--- src/rtl/emmc_blk_arb.sv ---
// emmc_blk_arb: round-robin arbiter/sequencer sharing one eMMC block engine
// among N_REQ clients, one single-block transfer per grant.
// Ports:
//   clk_i, rst_n_i        system clock, synchronous active-low reset
//   req_i / we_req_i      per-client request level and direction (1=write)
//   wdat_i                per-client write byte, client k on [8k+7:8k]
//   gnt_o                 one-hot grant, held until completion
//   rdat_o / dvalid_o     shared read byte, per-client beat strobe
//   done_o / err_o        per-client completion / watchdog-abort pulses
//   sm_start_o, sm_we_o   start pulse and direction to the engine
//   sm_dat_o / sm_dat_i   write byte to / read byte from the engine
//   sm_dvalid_i           engine beat strobe
//   sm_ready_i            engine idle and accepting a start
module emmc_blk_arb #(
  parameter int unsigned N_REQ     = 2,
  parameter int unsigned BLK_BYTES = 512,
  parameter int unsigned TMO_CYC   = 65535
) (
  input  logic               clk_i,
  input  logic               rst_n_i,
  input  logic [N_REQ-1:0]   req_i,
  input  logic [N_REQ-1:0]   we_req_i,
  input  logic [8*N_REQ-1:0] wdat_i,
  output logic [N_REQ-1:0]   gnt_o,
  output logic [7:0]         rdat_o,
  output logic [N_REQ-1:0]   dvalid_o,
  output logic [N_REQ-1:0]   done_o,
  output logic [N_REQ-1:0]   err_o,
  output logic               sm_start_o,
  output logic               sm_we_o,
  output logic [7:0]         sm_dat_o,
  input  logic [7:0]         sm_dat_i,
  input  logic               sm_dvalid_i,
  input  logic               sm_ready_i
);

  localparam int unsigned IW = (N_REQ > 1) ? $clog2(N_REQ) : 1;
  localparam int unsigned BW = $clog2(BLK_BYTES + 1);
  localparam int unsigned TW = $clog2(TMO_CYC + 1);

  localparam logic [IW:0]   N_REQ_W  = (IW+1)'(N_REQ);
  localparam logic [IW-1:0] LAST_IDX = IW'(N_REQ - 1);
  localparam logic [BW-1:0] BLK_W    = BW'(BLK_BYTES);
  localparam logic [TW-1:0] TMO_W    = TW'(TMO_CYC);

  typedef enum logic [2:0] {
    S_IDLE,
    S_LAUNCH,
    S_WAITLO,
    S_XFER,
    S_DONE,
    S_ABORT
  } state_e;

  state_e            state_q, state_d;
  logic [N_REQ-1:0]  gnt_q, gnt_d;
  logic [IW-1:0]     gidx_q, gidx_d;
  logic              we_q, we_d;
  logic [IW-1:0]     rr_q, rr_d;
  logic [BW-1:0]     beat_q, beat_d;
  logic [TW-1:0]     wdog_q, wdog_d;
  logic              rdy_q;
  logic              start_q, start_d;
  logic              smwe_q, smwe_d;
  logic [N_REQ-1:0]  done_q, done_d;
  logic [N_REQ-1:0]  err_q, err_d;

  logic              win_found;
  logic [IW-1:0]     win_idx;
  logic [IW:0]       scan_sum;
  logic [IW-1:0]     scan_idx;
  logic              fwd;
  logic              wd_clr;
  logic [TW-1:0]     wdog_inc;
  logic [7:0]        wmux;

  // Round-robin scan starting at rr_q, ascending with wrap.
  always_comb begin
    win_found = 1'b0;
    win_idx   = '0;
    scan_sum  = '0;
    scan_idx  = '0;
    for (int unsigned i = 0; i < N_REQ; i++) begin
      scan_sum = {1'b0, rr_q} + (IW+1)'(i);
      if (scan_sum >= N_REQ_W) scan_sum = scan_sum - N_REQ_W;
      scan_idx = scan_sum[IW-1:0];
      if (!win_found && req_i[scan_idx]) begin
        win_found = 1'b1;
        win_idx   = scan_idx;
      end
    end
  end

  // Write-data mux from the granted client; zero when nobody is granted.
  always_comb begin
    wmux = '0;
    for (int unsigned k = 0; k < N_REQ; k++) begin
      if (gnt_q[k]) wmux = wmux | wdat_i[8*k +: 8];
    end
  end

  // Beats past the block size are dropped: neither forwarded nor counted.
  assign fwd      = sm_dvalid_i && (beat_q < BLK_W);
  assign wd_clr   = sm_dvalid_i || (rdy_q && !sm_ready_i);
  assign wdog_inc = wdog_q + TW'(1);

  assign sm_dat_o = wmux;
  assign rdat_o   = sm_dat_i;
  assign dvalid_o = gnt_q & {N_REQ{fwd}};

  // Next-state and registered-output logic.
  always_comb begin
    state_d = state_q;
    gnt_d   = gnt_q;
    gidx_d  = gidx_q;
    we_d    = we_q;
    rr_d    = rr_q;
    beat_d  = beat_q;
    wdog_d  = wdog_q;
    start_d = 1'b0;
    smwe_d  = 1'b0;
    done_d  = '0;
    err_d   = '0;

    if (fwd && (|gnt_q)) beat_d = beat_q + BW'(1);

    case (state_q)
      S_IDLE: begin
        wdog_d = '0;
        if ((|req_i) && sm_ready_i) begin
          gnt_d          = '0;
          gnt_d[win_idx] = 1'b1;
          gidx_d         = win_idx;
          we_d           = we_req_i[win_idx];
          state_d        = S_LAUNCH;
        end
      end
      S_LAUNCH: begin
        start_d = 1'b1;
        smwe_d  = we_q;
        beat_d  = '0;
        wdog_d  = '0;
        state_d = S_WAITLO;
      end
      S_WAITLO: begin
        if (!sm_ready_i) begin
          wdog_d  = '0;
          state_d = S_XFER;
        end else if (wd_clr) begin
          wdog_d = '0;
        end else if (wdog_inc == TMO_W) begin
          err_d[gidx_q] = 1'b1;
          gnt_d         = '0;
          state_d       = S_ABORT;
        end else begin
          wdog_d = wdog_inc;
        end
      end
      S_XFER: begin
        if ((beat_q == BLK_W) && sm_ready_i) begin
          done_d[gidx_q] = 1'b1;
          gnt_d          = '0;
          state_d        = S_DONE;
        end else if (wd_clr) begin
          wdog_d = '0;
        end else if (wdog_inc == TMO_W) begin
          err_d[gidx_q] = 1'b1;
          gnt_d         = '0;
          state_d       = S_ABORT;
        end else begin
          wdog_d = wdog_inc;
        end
      end
      S_DONE, S_ABORT: begin
        rr_d    = (gidx_q == LAST_IDX) ? '0 : gidx_q + IW'(1);
        state_d = S_IDLE;
      end
      default: state_d = S_IDLE;
    endcase
  end

  // State and output registers.
  always_ff @(posedge clk_i) begin
    if (!rst_n_i) begin
      state_q <= S_IDLE;
      gnt_q   <= '0;
      gidx_q  <= '0;
      we_q    <= 1'b0;
      rr_q    <= '0;
      beat_q  <= '0;
      wdog_q  <= '0;
      rdy_q   <= 1'b0;
      start_q <= 1'b0;
      smwe_q  <= 1'b0;
      done_q  <= '0;
      err_q   <= '0;
    end else begin
      state_q <= state_d;
      gnt_q   <= gnt_d;
      gidx_q  <= gidx_d;
      we_q    <= we_d;
      rr_q    <= rr_d;
      beat_q  <= beat_d;
      wdog_q  <= wdog_d;
      rdy_q   <= sm_ready_i;
      start_q <= start_d;
      smwe_q  <= smwe_d;
      done_q  <= done_d;
      err_q   <= err_d;
    end
  end

  assign gnt_o      = gnt_q;
  assign done_o     = done_q;
  assign err_o      = err_q;
  assign sm_start_o = start_q;
  assign sm_we_o    = smwe_q;

endmodule

--- config.mk ---
export PLATFORM = sky130hd
export DESIGN_NAME = emmc_blk_arb
export DESIGN_NICKNAME = d
export VERILOG_FILES = /design/src/rtl/emmc_blk_arb.sv
export SDC_FILE = /design/constraint.sdc
export NUM_CORES = 1
export LEC_CHECK = 0
export BUFFER_PORTS_ARGS = -buffer_cell sky130_fd_sc_hd__buf_4
export CAP_MARGIN = 20
export CELL_PAD_IN_SITES_DETAIL_PLACEMENT = 0
export CELL_PAD_IN_SITES_GLOBAL_PLACEMENT = 2
export CORE_UTILIZATION = 32
export DETAILED_ROUTE_END_ITERATION = 10
export PLACE_DENSITY_LB_ADDON = 0.1
export SLEW_MARGIN = 20
export SYNTH_ARGS = -nofsm -noshare
export SYNTH_HDL_FRONTEND = slang
export SYNTH_SLANG_ARGS = --single-unit
--- constraint.sdc ---
create_clock -name clk_i -period 5 [get_ports clk_i]
set_input_delay 0.25 -clock clk_i [delete_from_list [all_inputs] [get_ports clk_i]]
set_output_delay 0.25 -clock clk_i [all_outputs]
set_load 0.005 [all_outputs]
After elaboration in Yosys (flattened, before gate mapping)
Cells that the tools add are included.
Widths: inputs -> output; s select.
{ "totals": {"mem_count": 0, "latchBits": 0, "ram_bits": 0, "romBits": 0, "regBits": 41, "word_cells": 105} }
{ "classes": {"order_cmp": 9, "addsub": 6, "reduce_logical": 24, "muxes": 41, "n_mul": 0, "n_shift": 0, "n_bitwise": 3, "div_mod_pow": 0, "n_eq_ne": 10} }
{ "op_table": {"columns": ["operator", "count"], "rows": [
  ["$mux 16", 4],
  ["$pmux 16 s3", 1],
  ["$mux 2", 9],
  ["$add 16x1->16 const B", 1],
  ["$eq 16x16->1 const B", 1],
  ["$mux 8", 2],
  ["$mux 1", 15],
  ["$mux 3", 5],
  ["$pmux 3 s4", 1],
  ["$add 10x1->10 const B", 1],
  ["$eq 10x10->1 const B", 1],
  ["$lt 10x10->1 const B", 1],
  ["$reduce_or 2->1", 5],
  ["$logic_and 1x1->1", 8],
  ["$lt 1x2->1 const B", 4],
  ["$or 8x8->8", 1],
  ["$eq 3x2->1 const B", 2],
  ["$eq 3x3->1 const B", 2],
  ["$ne 2x2->1 const B", 3],
  ["$pmux 2 s3", 1],
  ["$reduce_and 2->1", 3],
  ["$reduce_and 3->1", 2],
  ["$reduce_bool 3->1", 2],
  ["$pmux 2 s2", 1],
  ["other kinds (13)", 17]
]} }

Depth between registers and ports, before layout
Gate-level depths: netlist of the first run.
{ "logic_depth": {"depth_word": 14, "mapped_depth": 11, "depth_no_buf": 9} }

Worst setup path after synthesis of the first run
OpenSTA, ideal clock, no wires.
{ "synth_path": {"kind": "register to register", "startpoint": "register wdog_q[0]", "endpoint": "register state_q[0]", "setup_slack_ps": 2589, "arrival_time_ps": 2342, "period_less_slack_ps": 2411, "stages_incl_launch_ff": 11, "path_cell_list": "dfxtp_1 > ha_1 > buf_2 > and2_0 > clkbuf_1 > nand4_1 > xor2_1 > nor4_4 > nand3_2 > a311o_1 > a21oi_1"} }
{ "synth_via": {"elab_chain_len": 6, "word_cells_on_any_way": 7} }
{ "synth_rtl": {"columns": ["item", "line_no", "source"], "rows": [
  ["start, declared", "61", "logic [TW-1:0] wdog_q, wdog_d;"],
  ["start signal, assigned", "204", "wdog_q <= wdog_d;"],
  ["$add 16x1->16 (*)", "105", "assign wdog_inc = wdog_q + TW'(1);"],
  ["$eq 16x16->1 (*)", "151, 166", null],
  ["$mux 3 (*) (2 in a row)", null, null],
  ["$mux 3 (on tied branches)", null, null],
  ["$pmux 3 s4 (*)", null, null],
  ["end signal, assigned", "198", "state_q <= state_d;"],
  ["end, declared", "55", "state_e state_q, state_d;"]
]} }
Every way passes the cells marked *; elsewhere a longest branch is shown, timed or not.
A chain may end at the register's enable or synchronous reset.

Worst setup path in the final report of the first run
Same ends and word-level chain as after synthesis.

==> run metrics, run 1 <==
syn_area_per_cell slightly above 8 um2; Max clock buf depth 2; Top Usage Layer GRT met2; Overflow after GRT 0; Slew headroom between 50 and 60%; largest family of logic cells by synthesized area simple AND/OR/NAND/NOR gates; postcts setup bufs 0; H-tree depth 2; DP HPWL between 4 and 5 mm; Fin Setup TNS 0 ns; endpoints failing setup 0; largest net degree at the start of global routing 18; WS Path Type register to register; mux contribution to synthesized area less than 1%; Yosys warning count 0; sequential area share after synthesis 36.4%; ANT cells 0; die extent in y about 86 um; layout cells sized above 1 18.0%; Final min period about 2.8 ns; Hold Path Class input port to register; # IOs between 50 and 60; drt drc 0; fmax between 0.3 and 0.4 GHz; commonest non-fill, non-tap cells in the layout buf_4 (42), nor2_1 (41), dfxtp_1 (41), nand2_1 (25), a21oi_1 (14); first-pass GRT wire length 9.22 mm; drt wl/cell 13.6 um; Worst Path Arrival about 3.0 ns; commonest non-fill, non-tap cell in the layout buf_4; Place WS approximately 2.2 ns; Final WS setup roughly 2.2 ns; Vias/cell around 5.0; CTS resizes 0; Clock Skew 0.00963 ns; routed wire length ~5.5 mm; row count 30; leak pwr 0.990 nW; CTS tree built; post-synthesis compound-gate area fraction about 16%; met1 usage 19.3%; met3 Use GR 3.56%; Initial Util 33.2%; Detailed Routing Iterations Pass 1 4; Nets 342; CTS Sinks between 40 and 50; Reg clk slew, reported paths roughly 0.08 ns; slew of the pin with the lowest slew margin slightly below 0.7 ns; syn nets roughly 320; DRT iter0 DRCs 35; crit path max fanout 9; DIE WIDTH 86.0 um; count of cell types in the netlist 49; Critical Path Source Type register; port bufs slightly above 40; Peak VDD IR between 0.07 and 0.08 mV; flops & latches, synth 41; Final GP Congestion around 0.75; vias between 2,000 and 2,500; crit path capture type register; final period utilization a little under three fifths; Die ar. approximately 0.0074 mm2; Total GRT Usage between 10% and 20%; core footprint ~0.0068 mm2; Synth Area in XOR/XNOR 8.54%; Post-synth EDFFs 0; Synth Area in Simple Gates roughly 28%; number of antenna violations at the first check in global routing 0; cells after synthesis 280; Final Hold Vio Count 0; Req. time, crit path approximately 5.2 ns; Mapped Area about 0.0023 mm2; Syn-to-layout area delta 17.6%; Routed Antenna Nets 0; root buf cell clkbuf_8; Max-Cap Viols 0; PD cells between 200 and 300 mW/mm2; Post-Synth Adder-Cell Area roughly 2.2%; R2R cell count 8; r2r setup slk 2.23 ns; RSZ-0062 raised after global routing no; GR Util met2 between 20 and 30%; Post-CTS Hold Buffers 0; TritonCTS buffer count 5; status finished, final reports clean; Final Max Slew Viols 0; Worst Hold Depth 3; Top FF cell, synth dfxtp_1; asr flop ratio synth 0%; number of global-route vias before repair about 1,900; clock latency at the later pin of the worst-skew pair approximately 0.29 ns
## path summary, 6_finish.rpt
kind / from / to
worst min register to register: we_q$_SDFFE_PN0P_ / sm_we_o$_SDFF_PN0_
worst max register to register: wdog_q[0]$_SDFFE_PN0P_ / state_q[0]$_SDFFE_PN0P_
worst min-delay path: rst_n_i / gnt_o[0]$_SDFFE_PN0P_
worst max-delay path: wdog_q[0]$_SDFFE_PN0P_ / state_q[0]$_SDFFE_PN0P_
## power breakdown
| part | internal [W] | switching (W) | total (W) |
|---|---|---|---|
| logic | 0.0000504 | 0.0000460 | 0.0000964 |
| clock network | 0.000110 | 0.000114 | 0.000223 |
| registers | 0.000336 | 0.0000138 | 0.000350 |
## synth_stat cells (2+ instances only)
master	instances	area, um2
ha_1	4	50.1
nor2b_1	2	12.5
a21oi_1	14	70.1
o32ai_1	2	17.5
nand3_2	2	20.0
nor3_1	7	35.0
o311a_1	2	20.0
nand4_1	8	50.1
and3_1	3	18.8
or3_1	4	25.0
nand4b_1	3	26.3
nor4b_1	2	17.5
o31ai_1	2	15.0
a211oi_1	7	52.6
nand3_1	6	30.0
and3b_1	3	26.3
nor2_1	41	154
buf_4	9	67.6
nand2_1	25	93.8
dfxtp_1	41	821
a31oi_1	2	12.5
a22o_1	8	70.1
nand2b_1	4	25.0
xor2_1	12	105
and4_1	2	17.5
buf_2	3	15.0
clkbuf_1	10	37.5
inv_1	12	45.0
xnor2_1	10	87.6
and2_1	3	18.8
o21ai_0	9	45.0
## metal layers
layer	wire (um)	part of all wire, %	vias up
met5	0	0	-
met4	99	1.8	0
met3	205	3.7	9
met2	2620	48	43
met1	2550	47	929
li1	-	-	1022
## logic make-up after synthesis
kind of cell             Yosys count
AO/OA/AOI/OAI                     54
XOR/XNOR                          22
adder cells (fa/ha/maj)            4
buffers and inverters             35
flip-flops                        41
multiplexers                       1
AND/OR/NAND/NOR                  123
## area by class of cell
class                      instances  area, um2
clock buffer                       7       86.3
fill                             711       4140
inverter                          12       45.0
multi-input combinational        204       1270
sequential                        41        821
tap                               96        120
timing repair buffer              42        315
## metrics by stage
stage / utilization [%] / total power (W) / instance area (um2) / std cells / hold WS (ns)
finish: 39.1 / 0.000669 / 2650 / 402 / 0.228
global route: 39.1 / 0.000707 / 2650 / 402 / 0.249
CTS: 39.1 / 0.000685 / 2650 / 402 / 0.228
detailed placement: 37.8 / 0.000455 / 2570 / 395 / 0.446
global placement: 37.8 / 0.000457 / 2570 / 395 / 0.451
floorplan: - / 0.000413 / 2260 / 280 / 0.425
## flip-flops by register name, indices dropped and copies added (netlist names)
register,cells
err_o,2
rdy_q,1
beat_q,10
gidx_q,1
sm_start_o,1
rr_q,1
done_o,2
wdog_q,16
sm_we_o,1
we_q,1
gnt_o,2
state_q,3
## worst max-delay path, stage by stage, from the launching register on
cell and delay, ns:
dfxtp_1 0.46, ha_1 0.38, and2_0 0.37, nand4_1 0.20
xor2_1 0.20, nor4_4 0.39, nand3_2 0.18, a311o_1 0.38
a21oi_1 0.13
(Power assumes the default switching activity.)
==> run 2: changes to the inputs <==
CORE_UTILIZATION = 30   (was 32)
clock period = 2.7 ns   (was 5 ns; I/O delays follow)
==> run metrics, run 2 (synthesis results as in run 1) <==
DR WL met2 2.72 mm (was 2.62 mm); metal3 WL 149 um (was 205 um); Req. time, crit path 2.94 ns (was 5.23 ns); fmax 0.411 GHz (was 0.361 GHz); CP peak stage delay 0.55 ns (was 0.46 ns); CP endpoint state_q[0]$_SDFFE_PN0P_ (unchanged); status finished, final reports clean (unchanged); slew of the pin with the lowest slew margin 0.895 ns (was 0.695 ns); Total GRT Usage 15.5% (was 16.0%); PD cells 443 mW/mm2 (was 252 mW/mm2); root buf cell clkbuf_8 (unchanged); endpoints failing setup 0 (unchanged); Peak VDD IR 0.260 mV (was 0.0744 mV); H-tree depth 2 (unchanged); drt drc 0 (unchanged); Fin Setup TNS 0 ns (unchanged); CP Launch Point wdog_q[1]$_SDFFE_PN0P_ (was wdog_q[0]$_SDFFE_PN0P_); max reg flops 16 (unchanged); Syn-to-layout area delta 23.6% (was 17.6%); crit path max fanout 7 (was 9); CTS tree built (unchanged); Vias/cell 4.77 (was 4.98); die extent in y 88.7 um (was 86.0 um); Critical Path Source Type register (unchanged); Most flops, register wdog_q (unchanged); Nets 359 (was 342); R2R Path End state_q[0]$_SDFFE_PN0P_ (unchanged); DRT iter0 DRCs 74 (was 35); commonest non-fill, non-tap cells in the layout buf_4 (59), nor2_1 (41), dfxtp_1 (39), nand2_1 (25), a21oi_1 (13) (was buf_4 (42), nor2_1 (41), dfxtp_1 (41), nand2_1 (25), a21oi_1 (14)); Hold Path Class input port to register (unchanged); Max clock buf depth 2 (unchanged); highest routed layer met4 (unchanged); number of global-route vias before repair 1,831 (was 1,949); R2R cell count 7 (was 8); Slowest cell on crit path or4_4 (was dfxtp_1); TritonCTS buffer count 5 (unchanged); first-pass GRT wire length 9.20 mm (was 9.22 mm); r2r setup slk 0.26 ns (was 2.23 ns); CTS Sinks 41 (unchanged); row count 31 (was 30); number of antenna violations at the first check in global routing 0 (unchanged); RSZ-0062 raised after global routing no (unchanged); WL met1 2.75 mm (was 2.55 mm); largest net degree at the start of global routing 14 (was 18); DP HPWL 4.28 mm (was 4.01 mm); # IOs 58 (unchanged); Routed Antenna Nets 0 (unchanged); crit path capture type register (unchanged); Final GP Congestion 0.762 (was 0.746); ANT cells 0 (unchanged); Detailed Routing Iterations Pass 1 4 (unchanged); Clock Skew 0.0137 ns (was 0.00963 ns); core footprint 0.00725 mm2 (was 0.00679 mm2); Reg clk slew, reported paths 0.08 ns (about the same); final period utilization 90.2% (was 55.4%); Final Hold Vio Count 0 (unchanged); leak pwr 1.08 nW (was 0.990 nW); Util after Layout 38.5% (was 39.1%); commonest non-fill, non-tap cell in the layout buf_4 (unchanged); Slew headroom 40.0% (was 53.3%); clock latency at the later pin of the worst-skew pair 0.30 ns (was 0.29 ns); Post-CTS Hold Buffers 0 (unchanged); Die ar. 0.00787 mm2 (was 0.00739 mm2); Final min period 2.44 ns (was 2.77 ns); Reg-to-Reg Start wdog_q[1]$_SDFFE_PN0P_ (was wdog_q[0]$_SDFFE_PN0P_); drt wl/cell 13.5 um (was 13.6 um); routed wire length 5.72 mm (was 5.47 mm); Worst Path Arrival 2.67 ns (was 3.00 ns); layout cells sized above 1 23.8% (was 18.0%); crit-path cells nand3_2 > xor2_1 > or4_4 > nor4_4 > nand3_2 > a311o_1 > a21oi_1 (was ha_1 > and2_0 > nand4_1 > xor2_1 > nor4_4 > nand3_2 > a311o_1 > a21oi_1); port bufs 41 (unchanged); WS Path Type register to register (unchanged); Overflow after GRT 0 (unchanged); Max-Cap Viols 0 (unchanged); DIE WIDTH 88.7 um (was 86.0 um); vias 2,019 (was 2,003); most used cell, CP nand3_2; Initial Util 31.1% (was 33.2%); top flop regs wdog_q (16), beat_q (10), state_q (3) (unchanged); Final Max Slew Viols 0 (unchanged)
==> run 2: changes by cell type in the layout (fill, tap and decap cells not counted), moves of 2 or more <==
cell,delta
buf_4,+17
clkinv_2,+2
dfxtp_1,-2
dfxtp_2,+2
==> run 2: cell type report <==
type                    count  area, um2
fillers                   789       4460
multi-input cells         204       1270
flip-flops and latches     41        823
repair buffers             59        443
well taps                  99        124
clock buffers               6       72.6
inverters                  12       45.0
clock inverters             2       10.0
==> run 2: critical path, delay by kind of cell (launching register included) <==
kind / cells / cell delay, ns
XOR/XNOR: 1 / 0.18
AND/OR/NAND/NOR: 4 / 1.29
flip-flops: 1 / 0.40
AO/OA/AOI/OAI: 2 / 0.51
==> run 2: repair_timing <==
item / in CTS / in global routing
hold endpoints to repair: 0 / 0
buffers inserted: 0 / 0
endpoints found under the setup margin: 0 / 6
gates resized for setup: 0 / 4
==> run 2: through the flow <==
stage / setup slack, ns / instances / total power (W) / instance area (um2) / hold WS [ns]
after global placement: 0.166 / 415 / 0.000853 / 2700 / 0.270
after global routing: 0.0883 / 423 / 0.00130 / 2790 / 0.130
after CTS: 0.0754 / 423 / 0.00125 / 2780 / 0.117
final: 0.265 / 423 / 0.00124 / 2790 / 0.123
after detailed placement: 0.117 / 415 / 0.000849 / 2700 / 0.270
after floorplan: 0.289 / 280 / 0.000766 / 2260 / 0.351
==> run 2: routing by layer <==
layer | global-route usage [%] | vias to the layer above
met5 | 0 | -
met1 | 21.0 | 925
met4 | 5.87 | 0
li1 | - | 1058
met3 | 3.17 | 10
met2 | 24.1 | 26
==> run 2: power breakdown <==
| part | leakage [nW] | total, W | switching [W] | internal, W |
|---|---|---|---|---|
| logic | 0.701 | 0.000193 | 0.0000933 | 0.0000992 |
| clock network | 0.0450 | 0.000400 | 0.000221 | 0.000180 |
| registers | 0.333 | 0.000643 | 0.0000210 | 0.000622 |
| total | 1.08 | 0.00124 | 0.000335 | 0.000901 |
==> run 2: worst min path at each step <==
stage | depth (start not counted) | slack, ns | end | start
floorplan | 1 | 0.35 | rdat_o[0] | sm_dat_i[0]
global placement | 0 | 0.27 | rdat_o[1] | sm_dat_i[1]
detailed placement | 0 | 0.27 | rdat_o[1] | sm_dat_i[1]
CTS | 3 | 0.12 | gnt_o[0]$_SDFFE_PN0P_ | rst_n_i
global route | 3 | 0.13 | gnt_o[0]$_SDFFE_PN0P_ | rst_n_i
finish | 3 | 0.12 | gnt_o[0]$_SDFFE_PN0P_ | rst_n_i
==> run 3: changes to the inputs <==
BUFFER_PORTS_ARGS = unset   (was -buffer_cell sky130_fd_sc_hd__buf_4)
CORE_UTILIZATION = 36   (was 30)
DONT_BUFFER_PORTS = 1   (was unset)
==> run metrics, run 3 (synthesis results as in run 1) <==
Initial Util 37.7% (was 31.1%); drt drc 0 (unchanged); WS Path Type register to register (unchanged); DRT iter0 DRCs 63 (was 74); endpoints failing setup 0 (unchanged); cell family with most CP delay simple AND/OR/NAND/NOR gates (unchanged); placed cell area 0.00235 mm2 (was 0.00270 mm2); Detailed Routing Iterations Pass 1 4 (unchanged); CP peak stage delay 0.55 ns (about the same); commonest non-fill, non-tap cells in the layout nor2_1 (41), dfxtp_1 (40), nand2_1 (25), buf_4 (16), a21oi_1 (14) (was buf_4 (59), nor2_1 (41), dfxtp_1 (39), nand2_1 (25), a21oi_1 (13)); port bufs 0 (was 41); Final GP Congestion 0.766 (was 0.762); clock latency at the later pin of the worst-skew pair 0.30 ns (about the same); R2R cell count 7 (unchanged); die extent in y 81.2 um (was 88.7 um); # IOs 58 (unchanged); Clock power frac 34.7% (was 32.4%); Hold Path Class input port to register (unchanged); Final min period 2.50 ns (was 2.44 ns); Reg clk slew, reported paths 0.09 ns (was 0.08 ns); number of antenna violations at the first check in global routing 0 (unchanged); ANT cells 0 (unchanged); Sw Pwr 0.000324 W (was 0.000335 W); Vias/cell 5.34 (was 4.77); Req. time, crit path 2.94 ns (about the same); Comb power frac 10.9% (was 15.6%); Sequential Power Share 54.3% (was 52.0%); Overflow after GRT 0 (unchanged); CTS tree built (unchanged); Final Max Slew Viols 0 (unchanged); Max clock buf depth 2 (unchanged); leak pwr 0.863 nW (was 1.08 nW); fmax 0.400 GHz (was 0.411 GHz); first-pass GRT wire length 8.71 mm (was 9.20 mm); DP HPWL 3.89 mm (was 4.28 mm); status finished, final reports clean (unchanged); core footprint 0.00599 mm2 (was 0.00725 mm2); Max-Cap Viols 0 (unchanged); Critical Path Stages 7 (unchanged); vias 1,910 (was 2,019); Final Hold Vio Count 0 (unchanged); Peak VDD IR 0.214 mV (was 0.260 mV); drt wl/cell 14.9 um (was 13.5 um); Nets 318 (was 359); Clock Skew 0.00905 ns (was 0.0137 ns); commonest non-fill, non-tap cell in the layout nor2_1 (was buf_4); Critical Path Source Type register (unchanged); Switching Fraction 27.4% (was 27.1%); largest net degree at the start of global routing 14 (unchanged); crit path max fanout 7 (unchanged); number of global-route vias before repair 1,777 (was 1,831); Fin Setup TNS 0 ns (unchanged); routed wire length 5.32 mm (was 5.72 mm); Die ar. 0.00659 mm2 (was 0.00787 mm2); PD cells 482 mW/mm2 (was 443 mW/mm2); Filler Cell Count 663 (was 789); root buf cell clkbuf_8 (unchanged); Worst Path Arrival 2.74 ns (was 2.67 ns); Total GRT Usage 17.6% (was 15.5%); max reg flops 16 (unchanged); row count 28 (was 31); WP buf/inv 0 (unchanged); CTS Sinks 41 (unchanged); slew of the pin with the lowest slew margin 0.848 ns (was 0.895 ns); layout cells sized above 1 11.0% (was 23.8%); Most flops, register wdog_q (unchanged); RSZ-0062 raised after global routing no (unchanged); H-tree depth 2 (unchanged); internal power 0.000859 W (was 0.000901 W); crit path capture type register (unchanged); top flop regs wdog_q (16), beat_q (10), state_q (3) (unchanged); Slew headroom 43.1% (was 40.0%); Routed Antenna Nets 0 (unchanged); fin cells 358 (was 423); DIE WIDTH 81.2 um (was 88.7 um); crit-path cells nand4_1 > or4_1 > o32ai_1 > or3_1 > nand3_2 > a311o_1 > a21oi_1 (was nand3_2 > xor2_1 > or4_4 > nor4_4 > nand3_2 > a311o_1 > a21oi_1); Worst Hold Depth 2 (was 3); dpl cells 348 (was 415); post-route cell area 0.00245 mm2 (was 0.00279 mm2); final period utilization 92.5% (was 90.2%); Slowest cell on crit path or4_1 (was or4_4); Syn-to-layout area delta 8.70% (was 23.6%); TritonCTS buffer count 5 (unchanged)
run 3: changes by cell type in the layout (fill, tap and decap cells not counted), sizes merged:
cell         before  now
clkbuf            6    7
buf              59   16
dlygate4sd3       0    2
clkinv            2    0
clkinvlp          0    1
run 3: layer usage:
metal | GRT usage [%] | vias up | part of all wire [%]
li1 | - | 974 | -
met1 | 22.4 | 896 | 48
met2 | 28.4 | 32 | 46
met3 | 4.49 | 8 | 3.7
met4 | 6.79 | 0 | 1.9
met5 | 0 | - | 0
run 3: timing repair:
item / 4_1_cts / 5_1_grt
endpoints found under the setup margin: 0 / 3
hold buffers: 2 / 0
gates resized for setup: 0 / 2
endpoints found under the hold margin: 7 / 0
setup buffers: 0 / 0
run 3: area by class of cell:
class / instances / area (um2) / area share, %
Timing Repair Buffer: 18 / 140 / 5.71
Sequential cell: 41 / 822 / 33.5
Multi-Input combinational cell: 204 / 1270 / 51.7
Tap cell: 75 / 93.8 / 3.82
Inverter: 12 / 45.0 / 1.84
Clock buffer: 7 / 76.3 / 3.11
Clock inverter: 1 / 7.51 / 0.306
run 3: power by group through the flow:
stage          Clock [W]  Combinational (W)  Sequential (W)
2_1_floorplan          0           0.000117        0.000649
3_3_place_gp           0           0.000128        0.000658
3_5_place_dp           0           0.000128        0.000657
4_1_cts         0.000433           0.000132        0.000643
5_1_grt         0.000452           0.000152        0.000646
6_report        0.000411           0.000129        0.000643
run 3: final timing paths:
path	slack, ns	to	from
worst max-delay path	0.20	state_q[0]$_SDFFE_PN0P_	wdog_q[4]$_SDFFE_PN0P_
worst min-delay path	0.06	state_q[2]$_SDFFE_PN0P_	sm_ready_i
worst max register to register	0.20	state_q[0]$_SDFFE_PN0P_	wdog_q[4]$_SDFFE_PN0P_
worst min register to register	0.48	sm_we_o$_SDFF_PN0_	we_q$_SDFFE_PN0P_
run 3: metrics by stage:
step,util (%),worst slack [ns],power [W],hold slack (ns)
2_1_floorplan,-,0.289,0.000766,0.351
3_3_place_gp,39.2,0.202,0.000786,0.257
3_5_place_dp,39.2,0.138,0.000785,0.259
4_1_cts,40.9,0.138,0.00121,0.0459
5_1_grt,41.0,0.0107,0.00125,0.0575
6_report,41.0,0.201,0.00118,0.0586
run 3: worst reg2reg max path, stage by stage (launching register included):
cell	delay, ns
dfxtp_1	0.43
nand4_1	0.29
or4_1	0.55
o32ai_1	0.22
or3_1	0.28
nand3_2	0.15
a311o_1	0.38
a21oi_1	0.13
